$ cat src/rtl/sev_seg_pkg.sv
// rtl/sev_seg_pkg.sv - shared constants for the seven-segment scanner
package sev_seg_pkg;

  localparam int NUM_DIGITS = 4;
  localparam int NUM_SEGS   = 7;

  localparam int SEG_A = 0;
  localparam int SEG_B = 1;
  localparam int SEG_C = 2;
  localparam int SEG_D = 3;
  localparam int SEG_E = 4;
  localparam int SEG_F = 5;
  localparam int SEG_G = 6;

  typedef logic [1:0] phase_t;

  localparam phase_t PH_BLANK = 2'd0;
  localparam phase_t PH_ON    = 2'd1;
  localparam phase_t PH_OFF   = 2'd2;

  function automatic logic [NUM_DIGITS-1:0] digit_onehot(input logic [1:0] idx);
    return NUM_DIGITS'(1) << idx;
  endfunction

endpackage

$ cat src/rtl/sev_seg_slot_timer.sv
// rtl/sev_seg_slot_timer.sv - slot counter, PWM step index and digit index
// Phase is combinational from the counters; the top registers the pins from it.
module sev_seg_slot_timer
  import sev_seg_pkg::*;
#(
  parameter int DIGIT_PERIOD = 12512,
  parameter int BLANK_CYCLES = 32
) (
  input  logic       clk,
  input  logic       rst,
  input  logic       en,
  input  logic [3:0] brightness,
  output logic [1:0] phase,
  output logic [1:0] digit_idx,
  output logic       frame_start
);

  localparam int STEP   = (DIGIT_PERIOD - BLANK_CYCLES) / 16;
  localparam int CNT_W  = (DIGIT_PERIOD > 1) ? $clog2(DIGIT_PERIOD) : 1;
  localparam int STEP_W = (STEP > 1) ? $clog2(STEP) : 1;

  localparam logic [CNT_W-1:0]  CNT_LAST   = CNT_W'(DIGIT_PERIOD - 1);
  localparam logic [CNT_W-1:0]  BLANK_LAST = CNT_W'(BLANK_CYCLES - 1);
  localparam logic [STEP_W-1:0] STEP_LAST  = STEP_W'(STEP - 1);

  logic [CNT_W-1:0]  cnt;
  logic [STEP_W-1:0] step_cnt;
  logic [3:0]        step_idx;
  logic              in_blank;

  assign in_blank = (cnt <= BLANK_LAST);

  always_ff @(posedge clk or negedge rst) begin
    if (!rst) begin
      cnt       <= '0;
      step_cnt  <= '0;
      step_idx  <= '0;
      digit_idx <= '0;
    end else if (!en) begin
      cnt       <= '0;
      step_cnt  <= '0;
      step_idx  <= '0;
      digit_idx <= '0;
    end else begin
      if (cnt == CNT_LAST) begin
        cnt       <= '0;
        digit_idx <= digit_idx + 2'd1;
      end else begin
        cnt <= cnt + 1'b1;
      end

      // Step counters restart exactly where the lit window begins.
      if (cnt == BLANK_LAST) begin
        step_cnt <= '0;
        step_idx <= '0;
      end else if (!in_blank) begin
        if (step_cnt == STEP_LAST) begin
          step_cnt <= '0;
          step_idx <= step_idx + 4'd1;
        end else begin
          step_cnt <= step_cnt + 1'b1;
        end
      end
    end
  end

  always_comb begin
    phase = PH_BLANK;
    if (!en || in_blank) begin
      phase = PH_BLANK;
    end else if (step_idx <= brightness) begin
      phase = PH_ON;
    end else begin
      phase = PH_OFF;
    end
  end

  assign frame_start = en && (cnt == '0) && (digit_idx == 2'd0);

endmodule

$ cat src/rtl/sev_seg_scanner.sv
// rtl/sev_seg_scanner.sv - 4-digit multiplexed seven-segment pin driver
// Inputs are snapshotted once per frame so bus writes never tear a frame.
module sev_seg_scanner
  import sev_seg_pkg::*;
#(
  parameter int DIGIT_PERIOD   = 12512,
  parameter int BLANK_CYCLES   = 32,
  parameter bit SEG_ACTIVE_LOW = 1'b1,
  parameter bit SEL_ACTIVE_LOW = 1'b1
) (
  input  logic       clk,
  input  logic       rst,
  input  logic       ctrl_en,
  input  logic [6:0] ctrl_digit_0,
  input  logic [6:0] ctrl_digit_1,
  input  logic [6:0] ctrl_digit_2,
  input  logic [6:0] ctrl_digit_3,
  input  logic [3:0] ctrl_dots,
  input  logic [3:0] brightness,
  output logic [3:0] sel_out,
  output logic [6:0] seg_out,
  output logic       dp_out
);

  localparam logic [NUM_DIGITS-1:0] SEL_MASK = {NUM_DIGITS{SEL_ACTIVE_LOW}};
  localparam logic [NUM_SEGS-1:0]   SEG_MASK = {NUM_SEGS{SEG_ACTIVE_LOW}};
  localparam logic                  DP_MASK  = SEG_ACTIVE_LOW;

  logic                  en_q;
  logic [NUM_SEGS-1:0]   snap_seg [NUM_DIGITS];
  logic [NUM_DIGITS-1:0] snap_dot;
  logic [3:0]            snap_bright;

  logic [1:0] phase;
  logic [1:0] digit_idx;
  logic       frame_start;

  sev_seg_slot_timer #(
    .DIGIT_PERIOD (DIGIT_PERIOD),
    .BLANK_CYCLES (BLANK_CYCLES)
  ) u_timer (
    .clk         (clk),
    .rst         (rst),
    .en          (en_q),
    .brightness  (snap_bright),
    .phase       (phase),
    .digit_idx   (digit_idx),
    .frame_start (frame_start)
  );

  always_ff @(posedge clk or negedge rst) begin
    if (!rst) begin
      en_q <= 1'b0;
    end else begin
      en_q <= ctrl_en;
    end
  end

  always_ff @(posedge clk or negedge rst) begin
    if (!rst) begin
      for (int i = 0; i < NUM_DIGITS; i++) begin
        snap_seg[i] <= '0;
      end
      snap_dot    <= '0;
      snap_bright <= '0;
    end else if (frame_start) begin
      snap_seg[0] <= ctrl_digit_0;
      snap_seg[1] <= ctrl_digit_1;
      snap_seg[2] <= ctrl_digit_2;
      snap_seg[3] <= ctrl_digit_3;
      snap_dot    <= ctrl_dots;
      snap_bright <= brightness;
    end
  end

  // BLANK and OFF both park every pin at its inactive level.
  always_ff @(posedge clk or negedge rst) begin
    if (!rst) begin
      sel_out <= SEL_MASK;
      seg_out <= SEG_MASK;
      dp_out  <= DP_MASK;
    end else if (phase == PH_ON) begin
      sel_out <= digit_onehot(digit_idx) ^ SEL_MASK;
      seg_out <= snap_seg[digit_idx] ^ SEG_MASK;
      dp_out  <= snap_dot[digit_idx] ^ DP_MASK;
    end else begin
      sel_out <= SEL_MASK;
      seg_out <= SEG_MASK;
      dp_out  <= DP_MASK;
    end
  end

endmodule

$ cat config.mk
export PLATFORM = sky130hd
export DESIGN_NAME = sev_seg_scanner
export DESIGN_NICKNAME = d
export VERILOG_FILES = /design/src/rtl/sev_seg_pkg.sv /design/src/rtl/sev_seg_slot_timer.sv /design/src/rtl/sev_seg_scanner.sv
export SDC_FILE = /design/constraint.sdc
export NUM_CORES = 1
export LEC_CHECK = 0
export CORE_MARGIN = 2
export CORE_UTILIZATION = 55
export DETAILED_ROUTE_END_ITERATION = 10
export GPL_ROUTABILITY_DRIVEN = 0
export PLACE_DENSITY = 0.76
export SETUP_SLACK_MARGIN = 0.05
export SKIP_LAST_GASP = 1
export SYNTH_ARGS = -nofsm -noshare
export SYNTH_HDL_FRONTEND = slang
export SYNTH_SLANG_ARGS = --single-unit
export TNS_END_PERCENT = 100
$ cat constraint.sdc
create_clock -name clk -period 4.1 [get_ports clk]
set_clock_uncertainty 0.15 [all_clocks]
set_input_delay 0.615 -clock clk [delete_from_list [all_inputs] [get_ports clk]]
set_output_delay 0.615 -clock clk [all_outputs]
set_load 0.05 [all_outputs]
**Yosys cells after proc, flatten, opt, wreduce, memory -nomap -nowiden**

Cells that the tools add are included.

- Output and inout bits: 12
- Word-level logic and storage cells: 63
- Input port bits: 39
- Register bits after elaboration: 79

- Add/subtract/negate cells: 4
- Reduce and logical (&&, ||, !) cells: 7
- Eq/ne operators: 7
- Mux-type cells: 22
- Magnitude comparators: 4
- Shifts and indexed selects: 1
- Bitwise operators: 4

Operator list:

| kind | count |
|---|---|
| two-way mux 10 bit | 4 |
| two-way mux 14 bit | 2 |
| two-way mux 7 bit | 3 |
| two-way mux 4 bit | 5 |
| adder 14 x 1 -> 14 bit (second input constant) | 1 |
| binary-select mux 7 bit (select 2 bit) | 1 |
| equality test 14 bit (second input constant) | 1 |
| equality test 14 x 5 -> 1 bit (second input constant) | 1 |
| <= comparator 14 x 5 -> 1 bit (second input constant) | 1 |
| logical NOT 14 bit | 1 |
| adder 10 x 1 -> 10 bit (second input constant) | 1 |
| equality test 10 bit (second input constant) | 1 |
| two-way mux 2 bit | 4 |
| NOT 7 bit | 1 |
| adder 4 x 1 -> 4 bit (second input constant) | 1 |
| <= comparator 4 bit | 1 |
| NOT 4 bit | 1 |
| << shifter 1 x 2 -> 4 bit (first input constant) | 1 |
| greater-or-equal comparator 3 bit (second input constant) | 1 |
| < comparator 2 x 3 -> 1 bit (second input constant) | 1 |
| inequality test 3 x 1 -> 1 bit (second input constant) | 1 |
| inequality test 3 bit (second input constant) | 1 |
| NOT 2 -> 3 bit | 1 |
| adder 2 x 1 -> 2 bit (second input constant) | 1 |
| 10 further kinds | 12 |

**Longest topological paths before layout**

Gate-level depths: netlist (run 1).

- Depth in word-level cells: 6
- Depth in mapped cells: 7
- Depth with buffers taken out: 6

**By module**

A second synthesis (run 1) with hierarchy kept.

- Cell total of the unflattened synthesis: 318
- Area, all modules: 3746.1 um^2

Modules (own cells, without submodules):

| module | instances | area each (um^2) | cells each |
|---|---|---|---|
| sev_seg_scanner | 1 | 1968.1 | 123 |
| sev_seg_slot_timer | 1 | 1778.0 | 195 |

**Worst setup path after synthesis (run 1)**

OpenSTA, ideal clock, no wires.

- Path kind: register to register
- From: reg u_timer.digit_idx[0]
- To: reg snap_bright[0]
- Clock period less this slack: 2174 ps
- Path buffers: 2
- Stages on the path, launching flop included: 8
- Arrival: 1899 ps
- Setup slack: 1926 ps
- Path through: dfrtp_1 > clkbuf_1 > inv_1 > ha_1 > nand3_1 > nor2_8 > buf_8 > mux2_4

- Word-level cells in the longest chain between the ends: 2

Ends and longest elaborated chain:

| item | line | RTL |
|---|---|---|
| start: declaration | sev_seg_slot_timer.sv:14 | `output logic [1:0] digit_idx,` |
| start signal: assignment | sev_seg_slot_timer.sv:47 | `digit_idx <= digit_idx + 2'd1;` |
| logical NOT 2 bit | sev_seg_slot_timer.sv:78 | `assign frame_start = en && (cnt == '0) && (digit_idx == 2'd0);` |
| logical AND 1 bit | sev_seg_slot_timer.sv:78 |  |
| end signal: assignment | sev_seg_scanner.sv:72 | `snap_bright <= brightness;` |
| end: declaration | sev_seg_scanner.sv:32 | `logic [3:0] snap_bright;` |

Every way passes these cells.
A chain may end at the register's enable or synchronous reset.

**Final worst setup path (run 1)**

- From: reg u_timer.digit_idx[0]
- To: reg snap_seg[11] in the netlist's numbering

- Word-level cells in the longest chain between the ends: 2

Ends and longest elaborated chain:

| item | line | RTL |
|---|---|---|
| logical NOT 2 bit | sev_seg_slot_timer.sv:78 |  |
| logical AND 1 bit | sev_seg_slot_timer.sv:78 |  |
| end: declaration | sev_seg_scanner.sv:30 | `logic [NUM_SEGS-1:0] snap_seg [NUM_DIGITS];` |

Every way passes these cells.

==> results.json, run 1 <==
{
  "r2r_cells": 5,
  "tns_ns": 0,
  "post_cts_buffers": 0,
  "status": "completed",
  "power_switching_w": 0.000425,
  "ant_nets": 0,
  "numPortBuffers": 50,
  "min_path_type": "primary input to async pin",
  "worst_pin_slew_ns": 1.02,
  "peakVddDrop_mv": 0.198,
  "path_max_fanout": 36,
  "final_common_cell": "dfrtp_1",
  "cts.repair.resized": 0,
  "power_frac_comb_pct": 16.5,
  "synthFlopType": "dfrtp_1",
  "synth_nets": 365,
  "antennaDiodeCount": 0,
  "overflow": 0,
  "p_seq_share_pct": 54.2,
  "required_ns": 4.19,
  "synth_area_leader_cell": "dfrtp_1",
  "multiInputGateArea_mm2": 0.00182,
  "grt_pass1_vias": 2585,
  "cts-root-buf": "clkbuf_8",
  "fillers": 529,
  "yosys_warnings": 0,
  "swShare_pct": 25.0,
  "met3_usage_pct": 6.74,
  "cts_made_buffers": 9,
  "drive_gt1_share_pct": 22.7,
  "ys_seq_area_share_pct": 50.1,
  "synth-simple-area-share_pct": 15.6,
  "path_clk_slew_ns": 0.08,
  "most-common-layout-cells": "dfrtp_1, clkdlybuf4s50_1, mux2_4, nand3_1, nor2_1",
  "viasPerCell": 5.58,
  "synthArstFlopShare_pct": 100,
  "cp-start-kind": "register",
  "grtUsageMet2_pct": 34.3,
  "p_int_w": 0.00127,
  "die_w_um": 89,
  "power_density_mw_per_mm2": 366,
  "cts_buffer_depth": 2,
  "finalMaxSlewViolations": 0,
  "cp-end-kind": "register",
  "core_mm2": 0.00691,
  "drtIter0Drc": 106,
  "timing.max_cap.violations": 0,
  "busiest_layer": "met2",
  "worstSetupPathType": "register to register",
  "synth_area_leaders": "dfrtp_1, mux2_4, dfstp_2, mux4_2, ha_1",
  "drc": 0,
  "setup_viol": 0,
  "wl_um": 7450,
  "clock-sinks": 79,
  "crit_arrival_ns": 2.64,
  "holdWs_ns": 0.249,
  "fmax_mhz": 392,
  "fin_ws_ns": 1.55,
  "cts_tree": "yes",
  "syn_inst": 314,
  "final_hold_viol_count": 0,
  "htreeDepth": 3,
  "ys_ff_latch": 79,
  "synthXorXnorAreaFrac_pct": 2.42,
  "vias": 2571,
  "grt_setup_unrepaired": "false",
  "pre_cts_slack_ns": 1.53,
  "clock_latency_ns": 0.35,
  "synth.distinct_cells": 54,
  "clockPowerShare_pct": 29.3,
  "grt_pass1_wl_um": 12800,
  "synth_mux_area_share_pct": 18.3,
  "fin_util_pct": 67.3,
  "grtUsageMet1_pct": 28.6,
  "first_pass_iters": 4,
  "seqCellArea_mm2": 0.00199,
  "synth_edf_count": 0,
  "grt_max_degree": 80,
  "synth_fa_ha_area_share_pct": 3.78,
  "synth_top_family_by_area": "multiplexers",
  "dpl.hpwl_um": 5020,
  "row_count": 30,
  "grtUsageTotal_pct": 21.4,
  "syn_area_mm2": 0.00397,
  "synth.avg_cell_area_um2": 12.7,
  "leakage_nw": 1.96,
  "grt_antenna_before_repair": 0,
  "relSlewSlack_pct": 31.6,
  "die_h_um": 89,
  "nets": 411,
  "timing.final.crit_share_pct": 62.3,
  "initial_utilization_pct": 57.5,
  "period_needed_ns": 2.55,
  "synth_top_area_share_pct": 42.2,
  "avgRoutedWirePerCell_um": 16.2,
  "synth_compound_area_share_pct": 5.54,
  "postCtsHoldBufs": 0,
  "area.growth.synth_to_final_pct": 16.9,
  "dieArea_mm2": 0.00792,
  "io_pins": 51
}
per-stage QoR:
step	instance area, µm²	cells	total power (W)
after detailed placement	4480	445	0.00122
after CTS	4650	461	0.00172
after global placement	4480	445	0.00120
final	4650	461	0.00170
after global routing	4650	461	0.00179
after floorplan	3970	314	0.00113
cell usage after synthesis (all sizes together), types with 3 or more instances:
cell type   n
nand2      10
a31oi       5
nor2       17
mux2i       3
nand3      31
ha         12
nor3        3
o21ai       7
or4         3
and3        4
inv        14
or3         6
buf         7
and4        3
nand4      10
nor4        5
clkbuf      8
a21oi      10
dfstp      12
dfrtp      67
mux2       36
mux4        8
a32oi       3
xor2        9
and2        3
cells by family after synthesis:
logic type               count (synthesis)
AND/OR/NAND/NOR                        102
buffers and inverters                   29
XOR/XNOR                                11
AO/OA/AOI/OAI                           34
adder cells (fa/ha/maj)                 12
multiplexers                            47
flip-flops                              79
worst paths after layout:
check / slack, ns / start / endpoint
worst min register to register: 0.34 / u_timer.cnt[0] / u_timer.cnt[0]
max in group asynchronous: 2.91 / rst / u_timer.step_cnt[6]
worst min-delay path: 0.25 / rst / snap_seg[7]
min in group clk: 0.34 / u_timer.cnt[0] / u_timer.cnt[0]
worst max-delay path: 1.55 / u_timer.digit_idx[0] / snap_seg[11]
worst max register to register: 1.55 / u_timer.digit_idx[0] / snap_seg[11]
sequential cells by signal, summed over array words and instances, names as in the netlist:
signal and count:
en_q 1, snap_dot 4, u_timer.step_idx 4, u_timer.step_cnt 10, seg_out 7, sel_out 4
snap_bright 4, dp_out 1, u_timer.cnt 14, u_timer.digit_idx 2, snap_seg 28
per-layer routing:
metal	part of all wire, %	up-vias
met2	48	38
met5	0	-
li1	-	1244
met1	47	1283
met3	3.6	6
met4	0.99	0
power by group through the flow:
stage	logic (W)	registers, W	clock network (W)
3_5_place_dp	0.000284	0.000934	0
6_report	0.000281	0.000921	0.000497
5_1_grt	0.000304	0.000933	0.000550
3_3_place_gp	0.000272	0.000930	0
2_1_floorplan	0.000218	0.000914	0
4_1_cts	0.000285	0.000922	0.000513
area by class of cell:
class	instances	share of cell area, %
repair buffers	50	10.7
multi-input cells	206	39.1
flip-flops and latches	79	42.9
well taps	96	2.59
clock buffers	11	2.83
inverters	14	1.13
clock inverters	5	0.754
critical path: stages (launching register included):
cell and delay [ns]:
dfrtp_1 0.64, inv_1 0.19, ha_1 0.19, nand3_1 0.17
nor2_8 0.67, mux2_2 0.42
No activity file was read; power rests on OpenSTA's default activity.
==> inputs of run 2 (changes only) <==
Clock period 4.1 ns to 2.7 ns, I/O delays scaled along.
==> results.json, run 2 (synthesized netlist as in run 1, its figures left out) <==
{
  "antennaDiodeCount": 0,
  "cp-end-kind": "register",
  "grt_setup_unrepaired": "false",
  "power_density_mw_per_mm2": 562,
  "clock-sinks": 79,
  "fin_ws_ns": 0.456,
  "viasPerCell": 5.71,
  "fmax_mhz": 446,
  "path_clk_slew_ns": 0.08,
  "wl_um": 7850,
  "first_pass_iters": 4,
  "vias": 2670,
  "fin_area_mm2": 0.00473,
  "holdWs_ns": 0.345,
  "cts.repair.resized": 0,
  "largest_register": "snap_seg",
  "finalMaxSlewViolations": 0,
  "fin_util_pct": 68.4,
  "drtIter0Drc": 109,
  "cts-root-buf": "clkbuf_8",
  "crit_arrival_ns": 2.33,
  "area.growth.synth_to_final_pct": 19.0,
  "post_cts_buffers": 0,
  "cts_tree": "yes",
  "ant_nets": 0,
  "grt_antenna_before_repair": 0,
  "cts_buffer_depth": 2,
  "clock_latency_ns": 0.35,
  "most-common-layout-cells": "dfrtp_1, clkdlybuf4s50_1, mux2_4, nand3_1, nor2_1",
  "grt_pass1_wl_um": 13300,
  "leakage_nw": 2.00,
  "grt_max_degree": 49,
  "place_area_mm2": 0.00454,
  "path_max_fanout": 36,
  "pre_cts_slack_ns": 0.497,
  "worstSetupPathType": "register to register",
  "core_mm2": 0.00691,
  "relSlewSlack_pct": 31.9,
  "grt_pass1_vias": 2717,
  "largest_registers": "snap_seg (28), u_timer.cnt (14), u_timer.step_cnt (10)",
  "final_hold_viol_count": 0,
  "cts_made_buffers": 9,
  "row_count": 30,
  "die_w_um": 89,
  "period_needed_ns": 2.24,
  "timing.max_cap.violations": 0,
  "timing.final.crit_share_pct": 83.1,
  "io_pins": 51,
  "required_ns": 2.78,
  "dpl.hpwl_um": 5480,
  "die_h_um": 89,
  "dieArea_mm2": 0.00792,
  "drc": 0,
  "min_path_type": "register to register",
  "numPortBuffers": 50,
  "grtUsageTotal_pct": 21.9,
  "cp-start-kind": "register",
  "final_common_cell": "dfrtp_1",
  "worst_pin_slew_ns": 1.02,
  "status": "completed",
  "htreeDepth": 3,
  "avgRoutedWirePerCell_um": 16.8,
  "overflow": 0,
  "largest_reg_flops": 28,
  "initial_utilization_pct": 57.5,
  "drive_gt1_share_pct": 24.2,
  "tns_ns": 0,
  "setup_viol": 0,
  "peakVddDrop_mv": 0.413,
  "nets": 418
}
[run 2: layer usage]
metal  track usage (%)  routed length, µm  vias up
met5                 0                  0        -
met4              8.28                 87        0
met3              3.14                220        9
met2              37.4               4020       49
met1              28.5               3520     1359
li1                  -                  -     1253
[run 2: path summary, 6_finish.rpt]
| path | start | to | slack (ns) | cells past startpoint |
|---|---|---|---|---|
| setup / recovery | u_timer.cnt[0] | snap_seg[10] | 0.46 | 7 |
| hold / removal | u_timer.cnt[0] | u_timer.cnt[0] | 0.34 | 1 |
| setup reg to reg | u_timer.cnt[0] | snap_seg[10] | 0.46 | 7 |
| hold reg to reg | u_timer.cnt[0] | u_timer.cnt[0] | 0.34 | 1 |
| max in group asynchronous | rst | sel_out[0] | 1.21 | 3 |
| min in group asynchronous | rst | snap_seg[14] | 0.46 | 2 |
[run 2: power breakdown]
part	internal, W	switching (W)	total (W)
Sequential	0.00132	0.0000843	0.00140
Combinational	0.000291	0.000148	0.000439
Clock	0.000349	0.000468	0.000816
Total	0.00196	0.000700	0.00266
[run 2: area by class of cell]
cell class                      instances  area [µm²]
Fill cell                             502        2180
Clock buffer                           10         128
Timing Repair Buffer                   57         566
Clock inverter                          6        52.6
Sequential cell                        79        1990
Tap cell                               96         120
Inverter                               14        52.6
Multi-Input combinational cell        206        1820
[run 2: stage by stage]
step	power (W)	cells
after global placement	0.00183	451
after floorplan	0.00172	314
final	0.00266	468
after global routing	0.00276	468
after CTS	0.00267	468
after detailed placement	0.00186	451
[run 2: timing repair]
item / CTS / global route
hold buffers: 1 / 0
hold endpoints to repair: 35 / 0
setup endpoints to repair: 0 / 0
[run 2: critical path, cell delays in order, from the launching register on]
cell	delay, ns
dfrtp_1	0.42
inv_1	0.07
ha_1	0.13
nor4b_1	0.32
nand3_1	0.24
nor2_8	0.14
buf_12	0.26
mux2_2	0.37
==> RTL change, RTL diff (flow settings as in run 2) <==
Compare `cnt` against `BLANK_LAST` with >= in place of ==.
--- a/src/rtl/sev_seg_slot_timer.sv
+++ b/src/rtl/sev_seg_slot_timer.sv
@@ -52,3 +52,3 @@
       // Step counters restart exactly where the lit window begins.
-      if (cnt == BLANK_LAST) begin
+      if (cnt >= BLANK_LAST) begin
         step_cnt <= '0;
Function: same outputs for any inputs over 10 cycles, from zero or initial values and one cycle with rst low; that may be too few to reach the edited logic, so the function may still have changed.
==> RTL change against run 2 <==
Sequential cell count down 10. Final area down 18%. Synthesized area down 22%. Total power down 9.8%. Setup slack worse by 0.065 ns. Count of clock-buffer cells in the layout down 1. Sequential power down 12%. Routed wire length down 32%. Critical endpoint is now snap_seg[5]$_DFFE_PN0P_.
==> RTL change: results <==
set metrics [dict create \
    top_regs "snap_seg: 28 flops, u_timer.cnt: 14 flops, seg_out: 7 flops" \
    drt_iter0_drc 113 \
    synth_area_leaders "dfrtp_1, mux2_1, dfstp_2" \
    fin_cells 364 \
    wl_met2_mm 2.68 \
    nFillCells 402 \
    wl_met1_mm 2.40 \
    met3_length_um 189 \
    intPower_w 0.00180 \
    max-slew-margin-rel 0.659 \
    min_path_type "reg2reg" \
    netlist_top_cells_count "dfrtp_1, mux2_1, nand2_1, nor2_1, inv_1" \
    grt_pass1_wl_mm 9.01 \
    arrival_ns 2.38 \
    dieArea_um2 6230 \
    utilization 0.706 \
    clockRootBuffer "clkbuf_8" \
    syn_area_per_cell_um2 13.4 \
    vias 1906 \
    max_stage_delay_ns 0.58 \
    preCtsSetupSlack_ns 0.402 \
    clock_cell_area_share 0.0531 \
    drt-total-wl_mm 5.32 \
    dp_cells 347 \
    grt_use_total 0.191 \
    multi_input_area_share 0.311 \
    portBuffers 50 \
    crit_slowest_cell "or4_4" \
    synth_nets 279 \
    final-nonclk-buf-share 0.149 \
    vdd_ir_drop_max_mv 0.473 \
    drive_above_1_share 0.185 \
    grt_pass1_vias 1986 \
    ys_types 33 \
    placedInstanceArea_um2 3650 \
    n_all_buffers 57 \
    finalMaxSlewViolations 0 \
    total_leakage_power_nw 1.60 \
    outcome "completed" \
    multi_input_cells 136 \
    seq_area_frac_synth 0.564 \
    grt_max_degree 70 \
    clkLatencyLatePin_ns 0.33 \
    regArea_um2 1740 \
]
RTL change: cell families after synthesis:
family,share of synthesized area
AO/OA/AOI/OAI,0.00689
XOR/XNOR,0.0369
adder cells (fa/ha/maj),0.0406
buffers and inverters,0.0462
flip-flops,0.564
multiplexers,0.193
AND/OR/NAND/NOR,0.112
RTL change: power groups by stage:
stage / Sequential (W) / Combinational (W) / Clock (W)
global placement: 0.00125 / 0.000300 / 0
CTS: 0.00124 / 0.000319 / 0.000873
global route: 0.00125 / 0.000345 / 0.000916
finish: 0.00123 / 0.000311 / 0.000851
floorplan: 0.00123 / 0.000219 / 0
detailed placement: 0.00126 / 0.000316 / 0
RTL change: worst paths after layout:
check | slack (ns) | cells past startpoint | to | from
max in group asynchronous | 1.60 | 3 | sel_out[0]$_DFF_PN1_ | rst
worst max-delay path | 0.39 | 5 | snap_seg[5]$_DFFE_PN0P_ | u_timer.cnt[9]$_DFF_PN0_
min in group asynchronous | 0.46 | 3 | snap_dot[1]$_DFFE_PN0P_ | rst
worst min-delay path | 0.34 | 1 | snap_dot[1]$_DFFE_PN0P_ | snap_dot[1]$_DFFE_PN0P_
worst max register to register | 0.39 | 5 | snap_seg[5]$_DFFE_PN0P_ | u_timer.cnt[9]$_DFF_PN0_
worst min register to register | 0.34 | 1 | snap_dot[1]$_DFFE_PN0P_ | snap_dot[1]$_DFFE_PN0P_
RTL change: stage by stage:
step	power (W)	hold WS (ns)
2_1_floorplan	0.00145	-0.0406
3_3_place_gp	0.00155	0.302
3_5_place_dp	0.00157	0.301
4_1_cts	0.00243	0.338
5_1_grt	0.00251	0.351
6_report	0.00240	0.338
RTL change: routing by layer:
layer	vias up	global-route usage
met4	0	0.0655
met5	-	0
li1	911	-
met2	45	0.326
met1	945	0.233
met3	5	0.0557
